## src/rtl/stage_if.sv

```systemverilog
// Instruction-fetch stage: owns the fetch PC and runs a single-outstanding
// request/response handshake with instruction memory, feeding decode.
module stage_if #(
  parameter logic [31:0] RESET_PC = 32'h0000_0000
) (
  input  logic        clk,
  input  logic        rst,
  output logic [31:0] PC,
  output logic        Inst_Req_Valid,
  input  logic        Inst_Req_Ready,
  input  logic [31:0] Instruction,
  input  logic        Inst_Valid,
  output logic        Inst_Ready,
  output logic [31:0] Inst,
  output logic [31:0] PC_O,
  output logic        Done_O,
  input  logic [31:0] next_PC,
  input  logic        Feedback_Branch,
  input  logic        Feedback_Mem_Acc
);

  typedef enum logic [2:0] {
    s_INIT = 3'b001,
    s_IF   = 3'b010,
    s_IW   = 3'b100
  } state_t;

  state_t      r_state, w_state_next;
  logic [31:0] r_pc, w_pc_next;
  logic [31:0] r_inst, w_inst_next;
  logic [31:0] r_pc_o, w_pc_o_next;
  logic        r_done, w_done_next;
  logic        r_squash, w_squash_next;

  logic        w_slot_free;
  logic        w_consume;
  logic        w_fire;
  logic        w_accept;
  logic [31:0] w_redirect;

  assign w_redirect  = next_PC & ~32'h0000_0003;
  assign w_slot_free = !r_done || !Feedback_Mem_Acc;
  assign w_consume   = r_done && !Feedback_Mem_Acc;

  assign Inst_Req_Valid = (r_state == s_IF);
  assign Inst_Ready     = (r_state == s_IW) && (r_squash || w_slot_free);
  assign w_fire         = Inst_Req_Valid && Inst_Req_Ready;
  assign w_accept       = Inst_Valid && Inst_Ready;

  always_comb begin
    w_state_next  = r_state;
    w_pc_next     = r_pc;
    w_inst_next   = r_inst;
    w_pc_o_next   = r_pc_o;
    w_done_next   = r_done && !w_consume;
    w_squash_next = r_squash;

    case (r_state)
      s_INIT: w_state_next = s_IF;
      s_IF: begin
        if (w_fire) begin
          w_state_next  = s_IW;
          w_squash_next = Feedback_Branch;
        end
      end
      s_IW: begin
        if (w_accept) begin
          w_state_next  = s_IF;
          w_squash_next = 1'b0;
          // A response is kept only if it is neither stale nor overtaken by a redirect.
          if (!r_squash && !Feedback_Branch) begin
            w_inst_next = Instruction;
            w_pc_o_next = r_pc;
            w_done_next = 1'b1;
            w_pc_next   = r_pc + 32'd4;
          end
        end else if (Feedback_Branch) begin
          w_squash_next = 1'b1;
        end
      end
      default: w_state_next = s_INIT;
    endcase

    if (Feedback_Branch) begin
      w_done_next = 1'b0;
      w_pc_next   = w_redirect;
    end
  end

  always_ff @(posedge clk or posedge rst) begin
    if (rst) begin
      r_state  <= s_INIT;
      r_pc     <= RESET_PC;
      r_inst   <= 32'h0000_0013;
      r_pc_o   <= 32'h0000_0000;
      r_done   <= 1'b0;
      r_squash <= 1'b0;
    end else begin
      r_state  <= w_state_next;
      r_pc     <= w_pc_next;
      r_inst   <= w_inst_next;
      r_pc_o   <= w_pc_o_next;
      r_done   <= w_done_next;
      r_squash <= w_squash_next;
    end
  end

  assign PC     = r_pc;
  assign Inst   = r_inst;
  assign PC_O   = r_pc_o;
  assign Done_O = r_done;

endmodule

```

## config.mk

```make
export PLATFORM = sky130hd
export DESIGN_NAME = stage_if
export DESIGN_NICKNAME = d
export VERILOG_FILES = /design/src/rtl/stage_if.sv
export SDC_FILE = /design/constraint.sdc
export NUM_CORES = 1
export LEC_CHECK = 0
export CORE_ASPECT_RATIO = 1.75
export CORE_MARGIN = 1.5
export CORE_UTILIZATION = 48
export DETAILED_ROUTE_END_ITERATION = 10
export PLACE_DENSITY_LB_ADDON = 0.25
export RECOVER_POWER = 25
export SLEW_MARGIN = 15
export SYNTH_ARGS = -nofsm -noshare
export SYNTH_HDL_FRONTEND = slang
export SYNTH_SLANG_ARGS = --single-unit
```

## constraint.sdc

```tcl
create_clock -name clk -period 7.1 [get_ports clk]
set_clock_uncertainty 0.1 [all_clocks]
set_input_delay 1.065 -clock clk [delete_from_list [all_inputs] [get_ports clk]]
set_output_delay 1.065 -clock clk [all_outputs]
set_load 0.02 [all_outputs]
```

==> results of run 1 <==
==> sequential cells by signal (all words and copies together), names as in the netlist <==
register and cells:
Inst 32, PC_O 30, Done_O 1, r_state 3, r_squash 1, PC 30
==> cells by family after synthesis <==
logic type | after synthesis
AOI/OAI and AO/OA | 40
xor gates and xnor gates | 27
adders and majority gates | 1
buffers and inverters | 26
DFF | 97
muxes | 64
other | 1
and+or+nand+nor | 101
==> power by group through the flow <==
stage | sequential (mW) | combinational [mW] | clock, mW
2_1_floorplan | 1.08 | 0.321 | 0
3_3_place_gp | 0.870 | 0.959 | 0
3_5_place_dp | 0.884 | 0.970 | 0
4_1_cts | 0.877 | 0.977 | 0.466
5_1_grt | 0.897 | 0.974 | 0.487
6_report | 0.870 | 0.923 | 0.454
==> how the worst min path moves through the flow <==
stage / startpoint / to / cells after the start
2_1_floorplan: r_state[1] / r_state[0] / 1
3_3_place_gp: Inst[16] / Inst[16] / 1
3_5_place_dp: Inst[21] / Inst[21] / 1
4_1_cts: Inst[21] / Inst[21] / 1
5_1_grt: PC_O[16] / PC_O[16] / 1
6_report: Inst[21] / Inst[21] / 1
==> metrics by stage <==
stage	setup WS [ns]	cell area [um2]	total power [mW]	std cells	util (%)
CTS	3.465	6513	2.320	643	69.22
global placement	3.174	6235	1.829	627	66.26
floorplan	3.408	4638	1.402	360	-
detailed placement	3.111	6235	1.854	627	66.26
global route	3.055	6506	2.359	643	69.15
finish	3.183	6506	2.247	643	69.15
==> per-layer routing <==
| layer | share of wire, % | vias up | track usage [%] |
|---|---|---|---|
| li1 | - | 1564 | - |
| met1 | 40 | 1615 | 26.33 |
| met2 | 52 | 116 | 36.84 |
| met3 | 5.5 | 15 | 4.621 |
| met4 | 2.0 | 0 | 8.384 |
| met5 | 0 | - | 0 |
==> cells in the mapped netlist, drive strengths merged, types with 4 or more instances <==
cell / instances / share of area, %
nand3: 13 / 1.4
dfrtp: 93 / 50
buf: 14 / 3.9
xor2: 23 / 4.4
mux2: 63 / 20
and2: 4 / 0.54
nor4: 5 / 1.0
inv: 6 / 0.49
nor2: 9 / 1.1
clkbuf: 6 / 0.49
xnor2: 4 / 0.76
o21ai: 31 / 3.4
dfstp: 4 / 2.3
nand4: 19 / 2.7
nand2: 36 / 2.9
==> cell type report <==
cell class / count / area (um2) / share of cell area (%)
Multi-Input combinational cell: 237 / 1981 / 30.44
Sequential cell: 97 / 2432 / 37.38
Clock buffer: 9 / 225.2 / 3.462
Inverter: 6 / 23.77 / 0.3654
Clock inverter: 7 / 52.55 / 0.8077
Tap cell: 122 / 152.6 / 2.346
Timing Repair Buffer: 165 / 1639 / 25.19
==> impl_metrics.env, run 1 <==
export IMPL_netlist_instances=357
export IMPL_cts_made_buffers=9
export IMPL_synth_xor_area_share_pct=5.111
export IMPL_ys_ff_latch=97
export IMPL_sequentialPowerShare_pct=38.7
export IMPL_io_buffers=162
export IMPL_crit_chain="dlygate4sd3_1, and2_0, or3_1, nor2_8, buf_4, mux2_2"
export IMPL_drc_errors=0
export IMPL_clock_sinks=97
export IMPL_synth_top_family_by_area="multiplexers"
export IMPL_fillers=719
export IMPL_fp_dieW_um=77.22
export IMPL_synth_compound_area_share_pct=4.624
export IMPL_grt_overflow_total=0
export IMPL_grt_antenna_before_repair=0
export IMPL_sw_frac_of_total_pct=33.24
export IMPL_globalplace_congestion=0.7469
export IMPL_grt_pass1_wl_um=17580
export IMPL_synth_cell_types=42
export IMPL_vias_per_cell=5.148
export IMPL_slew_headroom_pct=31.93
export IMPL_final_cell_mix="clkdlybuf4s50_1 (112), dfrtp_1 (93), mux2_4 (60)"
export IMPL_clk_latency_ns=0.33
export IMPL_tightestPinTransition_ns=1.021
export IMPL_whs_ns=0.4035
export IMPL_r2r_end="Inst[16]"
export IMPL_postRouteAntennaNets=0
export IMPL_clock_fmax_ghz=0.2553
export IMPL_power_frac_clock_pct=20.2
export IMPL_crit_type="primary input to flop"
export IMPL_fin_crit_sh_pct=55.16
export IMPL_crit_family="buffers and inverters"
export IMPL_ys_seq_area_share_pct=52.57
export IMPL_wl_per_cell_um=16.64
export IMPL_start_util_pct=49.18
export IMPL_drive_above_1_share_pct=17.85
export IMPL_ys_async_sr_fraction_pct=100.0
export IMPL_crit_arrival_ns=4.04
export IMPL_routed_wl_um=10700
export IMPL_ff2ff_path_depth=5
export IMPL_synthAdderAreaFrac_pct=0.2704
export IMPL_p_switching_mw=0.7468
export IMPL_via_count=3310
export IMPL_ioPinCount=169
export IMPL_r2r_slack_ns=3.81
export IMPL_first_global_vias=3427
export IMPL_hold_viol_final=0
export IMPL_htreeDepth=3
export IMPL_setup_viol=0
export IMPL_drtPass1Iterations=4
export IMPL_grt_use_total_pct=21.55
export IMPL_drt_iter0_drc=144
export IMPL_area_growth_syn_to_layout_pct=40.62
export IMPL_cts_hold_buffers=0
export IMPL_status="finished, final reports clean"
export IMPL_setup_tns_ns=0
export IMPL_dieHeight_um=132.9
export IMPL_synth_edf_count=0
export IMPL_avgSynthCellArea_um2=12.96
export IMPL_cts_clk_slew_worst_paths_ns=0.07
export IMPL_cts_path_max_buffers=2
export IMPL_layout_commonest_cell="clkdlybuf4s50_1"
export IMPL_crit_fanout=45
export IMPL_cp_slowest_cell="buf_4"
export IMPL_cts_resized=0
export IMPL_syn_area_um2=4627
export IMPL_cap_viol_max_count=0
export IMPL_rows=47
export IMPL_worstSetupStartpoint="Feedback_Mem_Acc"
export IMPL_worstReg2RegStart="r_state[1]"
export IMPL_slew_viol_final=0
export IMPL_cp_depth=6
export IMPL_synth_main_ff_cell="dfrtp_1"
export IMPL_power_density_nw_per_um2=345.3
export IMPL_cts_tree="done"
export IMPL_critPathBufInv=2
export IMPL_critical_path_required_ns=7.22
export IMPL_end_kind="flop"
export IMPL_synth_simple_area_share_pct=12.03
export IMPL_fin_crit_ns=3.917
export IMPL_die_area_um2=10260
export IMPL_cpPeakStageDelay_ns=0.74
export IMPL_dp_hpwl_um=7543
export IMPL_grt_start_max_net_pins=82
export IMPL_num_antenna_cells=0
export IMPL_combPwrFrac_pct=41.1
export IMPL_p_leak_nw=2.853
export IMPL_cp_endpoint="Inst[16]"
export IMPL_rsz0062_at_grt="false"
export IMPL_peakVddDrop_mv=0.1804
export IMPL_synth_mux_area_share_pct=20.42
export IMPL_core_area_um2=9409
export IMPL_post_cts_buffers=0
export IMPL_cts_root_buffer="clkbuf_16"
export IMPL_internal_power_mw=1.500
export IMPL_startpoint_type="primary input"
export IMPL_synth_warnings=0
export IMPL_final_nets=587
export IMPL_hold_path_class="flop to flop"
Note: power is estimated with default switching activity, not from simulation.
==> run 2: changes to the inputs <==
--- a/config.mk
+++ b/config.mk
@@ -7,7 +7,7 @@
 export LEC_CHECK = 0
 export CORE_ASPECT_RATIO = 1.75
 export CORE_MARGIN = 1.5
-export CORE_UTILIZATION = 48
+export CORE_UTILIZATION = 41
 export DETAILED_ROUTE_END_ITERATION = 10
 export PLACE_DENSITY_LB_ADDON = 0.25
 export RECOVER_POWER = 25
==> constraint.sdc (replaced) <==
create_clock -name clk -period 3.4 [get_ports clk]
set_clock_uncertainty 0.1 [all_clocks]
set_input_delay 0.51 -clock clk [delete_from_list [all_inputs] [get_ports clk]]
set_output_delay 0.51 -clock clk [all_outputs]
set_load 0.02 [all_outputs]
==> run 2 against run 1 <==
  * Clock power increased by 110%
  * Global-route usage decreased by 2.5 points
  * Worst hold slack better by 0.0057 ns
  * Setup slack got worse by 2.4 ns
  * Power grew 120%
  * Cell count rose by 2.2%
  * Critical path depth is 1 lower
  * First-iteration DRC count is 25% lower
  * Combinational power rose by 120%
  * Utilization is 9.5 points lower
  * Non-clock buffer count grew 4
  * Flip-flop and latch count stayed put
  * Critical path type is now flop to flop
  * Largest cell class unchanged
==> impl_metrics.env, run 2 (synthesis results as in run 1) <==
export IMPL_status="finished, final reports clean"
export IMPL_cpPeakStageDelay_ns=0.48
export IMPL_cts_hold_buffers=0
export IMPL_postRouteAntennaNets=0
export IMPL_clock_fmax_ghz=0.3858
export IMPL_die_area_um2=11960
export IMPL_slew_viol_final=0
export IMPL_setup_viol=0
export IMPL_core_area_um2=11040
export IMPL_crit_type="flop to flop"
export IMPL_finalNonFillerCells=657
export IMPL_fin_crit_ns=2.592
export IMPL_wl_met1_um=4596
export IMPL_first_global_vias=3477
export IMPL_clk_latency_ns=0.34
export IMPL_drt_iter0_drc=108
export IMPL_cts_tree="done"
export IMPL_dp_cells=641
export IMPL_ioPinCount=169
export IMPL_critical_path_required_ns=3.53
export IMPL_layout_commonest_cell="clkdlybuf4s50_1"
export IMPL_wl_per_cell_um=16.87
export IMPL_vias_per_cell=5.099
export IMPL_grt_use_total_pct=19.03
export IMPL_grt_start_max_net_pins=64
export IMPL_cts_path_max_buffers=2
export IMPL_via_count=3350
export IMPL_cap_viol_max_count=0
export IMPL_cts_made_buffers=9
export IMPL_met3WireLength_um=517
export IMPL_cp_slowest_cell="or3_4"
export IMPL_p_leak_nw=2.782
export IMPL_largest_register_ffs=32
export IMPL_grt_pass1_wl_um=18140
export IMPL_dieHeight_um=143.5
export IMPL_cts_resized=0
export IMPL_grt_overflow_total=0
export IMPL_num_antenna_cells=0
export IMPL_post_cts_buffers=0
export IMPL_slew_headroom_pct=41.51
export IMPL_tightestPinTransition_ns=0.8773
export IMPL_dp_hpwl_um=7962
export IMPL_cts_root_buffer="clkbuf_16"
export IMPL_power_density_nw_per_um2=733.4
export IMPL_crit_chain="or3b_4, or3_4, nor2_8, buf_12, mux2_4"
export IMPL_drive_above_1_share_pct=18.67
export IMPL_setup_tns_ns=0
export IMPL_hold_viol_final=0
export IMPL_rsz0062_at_grt="false"
export IMPL_start_util_pct=41.91
export IMPL_clock_sinks=97
export IMPL_wl_met2_um=5707
export IMPL_htreeDepth=3
export IMPL_drc_errors=0
export IMPL_routed_wl_um=11090
export IMPL_rows=51
export IMPL_fin_crit_sh_pct=76.23
export IMPL_top_layer="met4"
export IMPL_io_buffers=162
export IMPL_startpoint_type="flop"
export IMPL_final_cell_mix="clkdlybuf4s50_1 (160), dfrtp_1 (93), mux2_4 (60)"
export IMPL_hold_path_class="flop to flop"
export IMPL_crit_fanout=25
export IMPL_crit_arrival_ns=2.72
export IMPL_globalplace_congestion=0.7611
export IMPL_peakVddDrop_mv=0.4767
export IMPL_final_nets=591
export IMPL_area_growth_syn_to_layout_pct=42.37
export IMPL_drtPass1Iterations=4
export IMPL_grt_antenna_before_repair=0
export IMPL_fp_dieW_um=83.31
export IMPL_end_kind="flop"
export IMPL_cts_clk_slew_worst_paths_ns=0.07
-- run 2: metal layers --
layer,vias up,global-route usage [%]
li1,1566,-
met1,1653,23.81
met2,114,32.39
met3,17,3.676
met4,0,7.632
met5,-,0
-- run 2: worst max-delay path, delay by kind of cell (launching register included) --
family	cells	cell delay, ns
buffers and inverters	1	0.28
flip-flops	1	0.43
multiplexers	1	0.33
AND/OR/NAND/NOR	3	1.31
-- run 2: final timing paths --
check	end	startpoint	cells past startpoint	slack, ns
min in group asynchronous	Inst[13]	rst	2	0.70
max in group asynchronous	PC_O[19]	rst	3	1.16
min reg2reg	Inst[13]	Inst[13]	1	0.41
min	Inst[13]	Inst[13]	1	0.41
max	PC_O[16]	r_state[1]	5	0.81
max reg2reg	PC_O[16]	r_state[1]	5	0.81
-- run 2: cell type report --
cell class                 instances  area (um2)
inverter                           6       25.02
fill                             907        4452
clock inverter                     6       48.80
timing repair buffer             169        1692
multi-input combinational        237        1986
sequential                        97        2432
tap                              132       165.2
clock buffer                      10       239.0
-- run 2: where the power goes --
group,switching (mW),internal [mW],total (mW)
sequential,0.275,1.55,1.83
combinational,0.853,1.17,2.03
clock,0.454,0.523,0.976
-- run 2: per-stage QoR --
step                util [%]  cell area, um2  power [mW]  worst slack (ns)  hold slack, ns
finish                 59.67            6588       4.831            0.8082          0.4092
global route           59.67            6588       5.064            0.7280          0.4164
CTS                    59.81            6603       4.896            0.8027          0.4115
detailed placement     57.20            6315       3.888            0.5460          0.3916
global placement       57.20            6315       3.838            0.5904          0.3896
floorplan                  -            4638       2.928            0.2629          0.3712
==> patch: new RTL, flow settings as in run 2 <==
Re-encode `state_t` (3 states) as binary, 2 bits wide.
--- a/src/rtl/stage_if.sv
+++ b/src/rtl/stage_if.sv
@@ -19,10 +19,10 @@
   input  logic        Feedback_Mem_Acc
 );
 
-  typedef enum logic [2:0] {
-    s_INIT = 3'b001,
-    s_IF   = 3'b010,
-    s_IW   = 3'b100
+  typedef enum logic [1:0] {
+    s_INIT = 2'd0,
+    s_IF   = 2'd1,
+    s_IW   = 2'd2
   } state_t;
 
   state_t      r_state, w_state_next;
Function: no difference found for any inputs over 4 cycles, from zero or initial values and one cycle with rst high; so few cycles prove little.
==> patch against run 2 <==
The flow now finishes with violations (capacitance limit, slew limit). Via count grew 11%. Cell area shrank 2.3%. Cell count grew 2.9%. Worst setup slack gained 0.024 ns. Routed wire length grew 4.0%. Total power shrank 2.1%. Synthesized area shrank 4.4%. Critical path type is now in -> out. Sequential cell count shrank 1.
==> patch: results (changes against run 2) <==
Worst setup path
  • Crit path max-delay family: buffers and inverters (was simple AND/OR/NAND/NOR gates)
  • Crit-path max cell delay: 0.61 ns (was 0.48 ns)
  • Worst Path Max Fanout: 8 (was 25)
  • Worst flop-to-flop path startpoint: r_squash (was r_state[1])
  • Worst R2R Setup Slack: 1.09 ns (was 0.81 ns)
  • CP arrival: 1.96 ns (was 2.72 ns)

Yosys
  • Synth top cells by count: dfrtp_1 (93), mux2_2 (62), nand2_1 (27), o21ai_0 (21), nand3_1 (19) (was dfrtp_1 (93), mux2_4 (60), nand2_1 (36), o21ai_0 (31), xor2_1 (23))
  • Area share of the largest cell type after synthesis: 52.6% (was 50.3%)
  • Sequential fraction of the synthesis area: 54.4% (was 52.6%)
  • Compound-Gate Fraction of Synth Area: 8.46% (was 4.62%)
  • Top cells by area, synth: dfrtp_1 (53%), mux2_2 (16%), or4_1 (2.7%) (was dfrtp_1 (50%), mux2_4 (19%), xor2_1 (4.4%))

Finish
  • Fin nets: 612 (was 591)
  • Proportion of layout cells with a drive suffix above 1: 17.4% (was 18.7%)
  • # fillers: 884 (was 907)

Global route
  • All-Layer GR Usage: 20.7% (was 19.0%)
  • First-pass GRT wire length: 18200 um (was 18100 um)
  • Vias in the first global route: 3750 (was 3477)

Flow run
  • # Max-Cap Violations: 1 (was 0)

Run status
  • Status: finished, violations left (was completed)
  • Violated checks: capacitance limit, slew limit

Power
  • Peak supply drop: 371 uV (was 477 uV)
  • Static Leak: 2.57 nW (was 2.78 nW)

Place
  • Placed Area: 0.00616 mm2 (was 0.00631 mm2)
  • HPWL Detailed: 8500 um (was 7960 um)

Min path
  • Hold Path End: PC_O[19] (was Inst[13])

STA
  • Max Slew Vio Count: 46 (was 0)
  • Slew Limit Headroom: -21.6% (was 41.5%)

Drt
  • Per-cell routed wire length: 17.1 um (was 16.9 um)
  • Initial DRC count: 166 (was 108)
==> patch: through the flow <==
stage	instances	util [%]	setup WS [ns]	hold slack [ns]	power, W
floorplan	385	-	0.290	0.449	0.00280
global placement	660	58.3	0.640	0.389	0.00376
detailed placement	660	58.3	0.554	0.395	0.00383
CTS	676	60.9	0.809	0.410	0.00478
global route	676	60.9	0.555	0.420	0.00498
finish	676	60.9	0.832	0.405	0.00473
==> patch: layout make-up <==
class                      count  area share [%]
timing repair buffer         169            26.2
sequential                    96            37.4
clock inverter                 4           0.447
multi-input combinational    262            29.4
tap                          130            2.53
inverter                       3           0.175
clock buffer                  12            3.83
==> patch: logic make-up after synthesis <==
group / Yosys count
AND/OR/NAND/NOR: 127
buffers and inverters: 27
AO/OA/AOI/OAI: 60
XOR/XNOR: 7
flip-flops: 96
adder cells (fa/ha/maj): 1
other: 1
multiplexers: 63
==> patch: how the worst max path moves through the flow <==
| stage | start | endpoint | slack [ns] |
|---|---|---|---|
| floorplan | rst | Done_O | 0.29 |
| global placement | Inst_Valid | Inst[23] | 0.64 |
| detailed placement | Inst_Valid | Inst[18] | 0.55 |
| CTS | Feedback_Mem_Acc | Inst_Ready | 0.81 |
| global route | rst | PC_O[3] | 0.55 |
| finish | Feedback_Mem_Acc | Inst_Ready | 0.83 |
==> patch: routing by layer <==
layer	GRT usage [%]	up-vias	share of wire [%]
met1	23.2	1812	38
met4	7.35	0	1.8
met3	5.80	14	7.7
met2	36.4	157	52
li1	-	1734	-
met5	0	-	0
==> patch: where the power goes <==
| group | internal, W | switching [W] |
|---|---|---|
| logic | 0.00107 | 0.000903 |
| clock network | 0.000518 | 0.000426 |
| registers | 0.00155 | 0.000263 |
| total | 0.00314 | 0.00159 |
